$ cat src/rtl/scale_rom_player.sv
// Plays a tone table from a combinational ROM: offer, hold, gap, then advance until the last entry.
// Optional build macro SCALE_SKIP_ZERO_EN: zero ROM entries are skipped instead of played as rests.
module scale_rom_player #(
    parameter int NOTE_CYCLES = 12500000,
    parameter int GAP_CYCLES  = 1250000
) (
    input  logic        clk,
    input  logic        rst,
    input  logic        start,
    input  logic        stop,
    input  logic        pause,
    output logic [7:0]  rom_address,
    input  logic [23:0] rom_data,
    input  logic [7:0]  rom_last_address,
    output logic [23:0] tone,
    output logic        tone_valid,
    input  logic        tone_ready,
    output logic        playing,
    output logic        done
);

    localparam int CNT_MAX = (NOTE_CYCLES > GAP_CYCLES) ? NOTE_CYCLES : GAP_CYCLES;
    localparam int CNT_W   = $clog2(CNT_MAX + 1);
    localparam logic [CNT_W-1:0] NOTE_LAST = CNT_W'(NOTE_CYCLES - 1);
    localparam logic [CNT_W-1:0] GAP_LAST  = CNT_W'((GAP_CYCLES > 0) ? GAP_CYCLES - 1 : 0);

    typedef enum logic [2:0] {
        IDLE  = 3'd0,
        LOAD  = 3'd1,
        OFFER = 3'd2,
        HOLD  = 3'd3,
        GAP   = 3'd4,
        DONE  = 3'd5
    } state_t;

    state_t           state;
    logic [7:0]       addr;
    logic [7:0]       last;
    logic [CNT_W-1:0] cnt;

    assign rom_address = addr;

    // NOTE: all state lives in one clocked block with non-blocking assignments, so every
    // register sees the pre-edge values of the others regardless of statement order.
    always_ff @(posedge clk) begin
        if (rst) begin
            state      <= IDLE;
            addr       <= '0;
            last       <= '0;
            cnt        <= '0;
            tone       <= '0;
            tone_valid <= 1'b0;
            playing    <= 1'b0;
            done       <= 1'b0;
        end else if (stop) begin
            // Abort silently: no done pulse, table position forgotten.
            state      <= IDLE;
            addr       <= '0;
            cnt        <= '0;
            tone       <= '0;
            tone_valid <= 1'b0;
            playing    <= 1'b0;
            done       <= 1'b0;
        end else begin
            done <= 1'b0;
            case (state)
                IDLE: begin
                    if (start) begin
                        addr    <= '0;
                        playing <= 1'b1;
                        state   <= LOAD;
                    end
                end

                LOAD: begin
                    last <= rom_last_address;
`ifdef SCALE_SKIP_ZERO_EN
                    if (rom_data == '0) begin
                        if (addr == rom_last_address) begin
                            tone    <= '0;
                            playing <= 1'b0;
                            done    <= 1'b1;
                            state   <= DONE;
                        end else begin
                            addr <= addr + 8'd1;
                        end
                    end else begin
                        tone       <= rom_data;
                        tone_valid <= 1'b1;
                        state      <= OFFER;
                    end
`else
                    tone       <= rom_data;
                    tone_valid <= 1'b1;
                    state      <= OFFER;
`endif
                end

                OFFER: begin
                    if (tone_ready) begin
                        tone_valid <= 1'b0;
                        cnt        <= '0;
                        state      <= HOLD;
                    end
                end

                HOLD: begin
                    if (!pause) begin
                        if (cnt == NOTE_LAST) begin
                            cnt <= '0;
                            if (GAP_CYCLES > 0) begin
                                tone  <= '0;
                                state <= GAP;
                            end else if (addr == last) begin
                                tone    <= '0;
                                playing <= 1'b0;
                                done    <= 1'b1;
                                state   <= DONE;
                            end else begin
                                addr  <= addr + 8'd1;
                                state <= LOAD;
                            end
                        end else begin
                            cnt <= cnt + 1'b1;
                        end
                    end
                end

                GAP: begin
                    if (!pause) begin
                        if (cnt == GAP_LAST) begin
                            cnt <= '0;
                            if (addr == last) begin
                                playing <= 1'b0;
                                done    <= 1'b1;
                                state   <= DONE;
                            end else begin
                                addr  <= addr + 8'd1;
                                state <= LOAD;
                            end
                        end else begin
                            cnt <= cnt + 1'b1;
                        end
                    end
                end

                DONE: begin
                    state <= IDLE;
                end

                default: begin
                    state      <= IDLE;
                    tone       <= '0;
                    tone_valid <= 1'b0;
                    playing    <= 1'b0;
                end
            endcase
        end
    end

endmodule
$ cat config.mk
export PLATFORM = sky130hd
export DESIGN_NAME = scale_rom_player
export DESIGN_NICKNAME = d
export VERILOG_FILES = /design/src/rtl/scale_rom_player.sv
export SDC_FILE = /design/constraint.sdc
export NUM_CORES = 1
export LEC_CHECK = 0
export CORE_UTILIZATION = 40
export CTS_CLUSTER_SIZE = 8
export DETAILED_ROUTE_END_ITERATION = 12
export HOLD_SLACK_MARGIN = 0.03
export PLACE_DENSITY = 0.66
export SLEW_MARGIN = 20
export SYNTH_ARGS = -nofsm -noshare
export SYNTH_HDL_FRONTEND = slang
export SYNTH_SLANG_ARGS = --single-unit
$ cat constraint.sdc
create_clock -name clk -period 4.45 [get_ports clk]
set_input_delay 1.1125 -clock clk [delete_from_list [all_inputs] [get_ports clk]]
set_output_delay 1.1125 -clock clk [all_outputs]
set_load 0.02 [all_outputs]
Yosys cells after proc, flatten, opt, wreduce, memory -nomap -nowiden
Index checks and enable logic that the tools add are counted.
{"block": "word_totals", "register_bits": 70, "inputBits": 38, "output_inout_bits": 35}
{"block": "classes", "addsub": 2, "eq_ne": 16, "muxes": 30, "bitwise_logic": 6, "reduce_logical": 15}
{"op": "two-way mux 24 bit", "n": 7}
{"op": "case mux 24 bit (3 select lines)", "n": 2}
{"op": "two-way mux 8 bit", "n": 4}
{"op": "adder 24 x 1 -> 24 bit (second input constant)", "n": 1}
{"op": "equality test 24 x 21 -> 1 bit (second input constant)", "n": 1}
{"op": "equality test 24 bit (second input constant)", "n": 1}
{"op": "two-way mux 3 bit", "n": 7}
{"op": "!= test 2 bit (second input constant)", "n": 8}
{"op": "case mux 8 bit (2 select lines)", "n": 1}
{"op": "case mux 3 bit (5 select lines)", "n": 1}
{"op": "OR reduction 4 bit", "n": 3}
{"op": "AND reduction 5 bit", "n": 2}
{"op": "adder 8 x 1 -> 8 bit (second input constant)", "n": 1}
{"op": "equality test 8 bit", "n": 1}
{"op": "equality test 3 x 2 -> 1 bit (second input constant)", "n": 2}
{"op": "equality test 3 bit (second input constant)", "n": 2}
{"op": "two-way mux 1 bit", "n": 6}
{"op": "NOT 1 bit", "n": 6}
{"op": "case mux 1 bit (3 select lines)", "n": 2}
{"op": "AND reduction 6 bit", "n": 1}
{"op": "OR reduction 5 bit", "n": 1}
{"op": "AND reduction 2 bit", "n": 2}
{"op": "AND reduction 4 bit", "n": 1}
{"op": "equality test 3 x 1 -> 1 bit (second input constant)", "n": 1}
{"op": "5 further kinds", "n": 5}

Depth between registers and ports, before layout
{"block": "logic_depth", "ltp_word": 5, "ltp_mapped": 8, "mapped_depth_nobuf": 7}

Worst setup path after synthesis
Ideal clock, no wire load.
{"block": "synth_path", "path_kind": "input -> register", "from": "input pause", "to": "register cnt[0]", "setup_time_ps": 117, "t_arrival_ps": 2314, "required_time_ps": 4333, "slack_ps": 2019, "cell_stages": 6, "path_buffers": 1, "cell_sequence": "nand2b_1 > a21oi_1 > nor2_1 > o21ai_1 > buf_2 > nor2_1"}
{"block": "synth_via", "elab_chain_cells": 2, "word_cells_on_any_way": 3}
{"item": "start: declaration", "line_no": "11", "source": "input logic pause,"}
{"item": "!= test 2 bit (no line)"}
{"item": "AND reduction 4 bit (no line) *"}
{"item": "end signal: assignment", "line_no": "124", "source": "cnt <= cnt + 1'b1;"}
{"item": "end signal: assignment", "line_no": "142", "source": "cnt <= cnt + 1'b1;"}
{"item": "end: declaration", "line_no": "39", "source": "logic [CNT_W-1:0] cnt;"}
Mark *: on every way between the ends. The rest lies on a longest branch, timed or not.
A chain may end at the register's enable or synchronous reset.

Worst setup path in the final report
{"block": "layout_path", "from": "input pause", "to": "register cnt[13]"}
Same word-level chain as after synthesis.

==> flow_summary.yaml <==
detailed_routing:
  firstDrtPassIters: 4
  drc: 0
  routed_wl_mm: 7.287
  via_per_inst: 5.304
  ant_nets: 0
  post_drt_wl_per_cell_um: 13.60
  drt_iter0_markers: 81
  vias: 2843
synth:
  synth_area_um2: 3102
  synthCells: 364
  synth_cell_type_count: 48
  synth-warning-count: 0
  synth_area_leaders: "dfxtp_1, nor2_1, a22oi_1"
  seq_area_frac_synth_pct: 45.18
  yosys.area.top_type_share_pct: 45.18
  synth.net_count: 404
  ys_async_sr_fraction_pct: 0
  yosysTopAreaCell: "dfxtp_1"
  synth_seq_cells: 70
  synth_ff_type: "dfxtp_1"
  synth_edf_count: 0
  avgSynthCellArea_um2: 8.521
grt:
  grt.total_usage_pct: 18.09
  grt_pass1_vias: 2553
  antenna_found_initial: 0
  grt_pass1_wl_mm: 11.90
  grt_max_degree: 34
  grt-ovfl-total: 0
placement:
  placed_cells: 521
  portBuffers: 72
  dp.final_hpwl_mm: 5.168
  routabilityCongestion: 0.7658
worst_setup_path:
  path_max_fanout: 8
  cp-startpoint: "pause"
  reg2reg_from: "cnt[14]"
  arrival_ns: 3.11
  start_kind: "primary input"
  path_class: "in2reg"
  cp-end-kind: "flop"
  cp.required_ns: 4.68
sta:
  clock.fmax_mhz: 346.3
  min_period_ns: 2.887
  finalHoldViolCount: 0
  fin_crit_sh_pct: 64.88
  finalSetupTns_ns: 0
  slew_headroom_pct: 43.25
  finalSetupViolCount: 0
  tightest_slew_ns: 0.8473
  clock_skew_ns: 0.004954
  rsz0062_at_grt: "no"
  report.final.slew_viol_count: 0
cts:
  post-cts-setup-buffers: 0
  cts_sinks: 70
  clk_pin_slew_ns: 0.07
  cts_tree: "yes"
  cts_resized: 0
  htreeDepth: 3
  root_buffer: "clkbuf_8"
  cts_buffer_depth: 2
  numCtsBuffers: 9
  clk_latency_ns: 0.34
  ctsHoldBuffers: 0
layout:
  drive_gt1_share_pct: 6.407
  n_antenna_cell: 0
  final_cells: 536
  num-nets-final: 473
  area_growth_pct: 31.71
  fillers: 711
die:
  fp-row-count: 31
  fp.dieW_um: 90.06
  die_h_um: 90.06
  core_um2: 7370
  io_pins: 73
  initial_core_util_pct: 42.09
  dieArea_um2: 8111
power_and_ir_drop:
  leakage_nw: 1.420
  vdd_drop_max_uv: 114.6
  p_per_area_nw_per_um2: 293.3
hold_path:
  min_from: "last[6]"
  hold_class: "reg2reg"
flow_run:
  cap_violations: 0
outcome:
  outcome: "finished clean"
-- critical path, cell delays in order --
cell	delay, ns
clkdlybuf4s50_1	0.49
nand2b_1	0.20
a21oi_1	0.51
o21ai_0	0.31
nor3_1	0.28
xnor2_1	0.15
nor2_1	0.05
-- logic make-up after synthesis --
| group | share of synthesized area [%] |
|---|---|
| AO/OA/AOI/OAI | 15.65 |
| XOR/XNOR | 8.189 |
| adder cells (fa/ha/maj) | 0.8066 |
| buffers and inverters | 2.904 |
| flip-flops | 45.18 |
| multiplexers | 0.3227 |
| AND/OR/NAND/NOR | 26.95 |
-- state kept, by name (all words and copies together) (netlist names) --
| register | flops |
|---|---|
| cnt | 24 |
| done | 1 |
| last | 8 |
| playing | 1 |
| rom_address | 8 |
| state | 3 |
| tone | 24 |
| tone_valid | 1 |
-- where the power goes --
part	switching [W]	total (W)	internal, W
clock	0.000226	0.000453	0.000226
sequential	0.00000644	0.000640	0.000633
combinational	0.0000507	0.000106	0.0000549
total	0.000283	0.00120	0.000915
-- layout make-up --
| type | count | area [um^2] | share of cell area [%] |
|---|---|---|---|
| Multi-Input combinational cell | 271 | 1617 | 39.57 |
| Sequential cell | 70 | 1401 | 34.30 |
| Timing Repair Buffer | 76 | 750.7 | 18.38 |
| Clock buffer | 11 | 151.4 | 3.706 |
| Tap cell | 99 | 123.9 | 3.032 |
| Clock inverter | 4 | 22.52 | 0.5513 |
| Inverter | 5 | 18.77 | 0.4594 |
-- metrics by stage --
stage                     power [W]  setup slack (ns)  instance area, um^2  hold slack [ns]  util [%]
final                      0.001198             1.563                 4085           0.4726     55.43
after global routing       0.001247             1.421                 4085           0.4934     55.43
after CTS                  0.001216             1.593                 4085           0.4787     55.43
after detailed placement  0.0007606             1.245                 3911           0.4690     53.07
after global placement    0.0007593             1.272                 3911           0.4589     53.07
after floorplan           0.0007054             2.019                 3102           0.4481         -
-- routing by layer --
metal	GRT usage, %	wire length [um]	vias up
met3	3.046	226	9
met5	0	0	-
met2	30.34	3556	49
li1	-	-	1425
met1	22.34	3384	1360
met4	9.005	119	0
-- synthesized netlist by cell type, types with 3 or more instances --
cell type and count:
a21oi_1 21, a22oi_1 25, a31oi_1 3, and3_1 4
and4_1 3, buf_2 3, clkbuf_1 15, dfxtp_1 70
inv_1 5, nand2_1 34, nand2b_1 6, nand3_1 9
nand4_1 7, nor2_1 63, nor2b_1 5, nor3_1 6
nor3b_1 4, nor4_1 4, o21ai_0 9, or3_1 5
or4_1 3, xnor2_1 8, xor2_1 21
-- cells in the final DEF (no fill, tap or decap), types with 2 or more instances in the layout --
| cell type | synthesis | final |
|---|---|---|
| clkdlybuf4s50_1 | 0 | 72 |
| dfxtp_1 | 70 | 70 |
| nor2_1 | 63 | 63 |
| nand2_1 | 34 | 34 |
| a22oi_1 | 25 | 25 |
| a21oi_1 | 21 | 21 |
| xor2_1 | 21 | 21 |
| clkbuf_8 | 0 | 11 |
| nand3_1 | 9 | 9 |
| o21ai_0 | 9 | 9 |
| xnor2_1 | 8 | 8 |
| nand4_1 | 7 | 7 |
| nand2b_1 | 6 | 6 |
| nor3_1 | 6 | 6 |
| nor2b_1 | 5 | 5 |
| inv_1 | 5 | 5 |
| or3_1 | 5 | 5 |
| nor3b_1 | 4 | 4 |
| nor4_1 | 4 | 4 |
| and3_1 | 4 | 4 |
| buf_4 | 0 | 4 |
| and4_1 | 3 | 3 |
| a31oi_1 | 3 | 3 |
| or4_1 | 3 | 3 |
| clkinv_2 | 0 | 3 |
| nand4b_1 | 2 | 2 |
| o31ai_1 | 2 | 2 |
| a31o_2 | 2 | 2 |
| o2111ai_1 | 2 | 2 |
| o211ai_1 | 2 | 2 |
| ha_1 | 2 | 2 |
-- final timing paths --
| path | slack, ns | end | cells after the start |
|---|---|---|---|
| worst max-delay path | 1.56 | cnt[13] | 7 |
| worst min-delay path | 0.47 | last[6] | 2 |
| worst max register to register | 1.73 | rom_address[7] | 6 |
| worst min register to register | 0.47 | last[6] | 2 |
No activity file was read; power rests on OpenSTA's default activity.
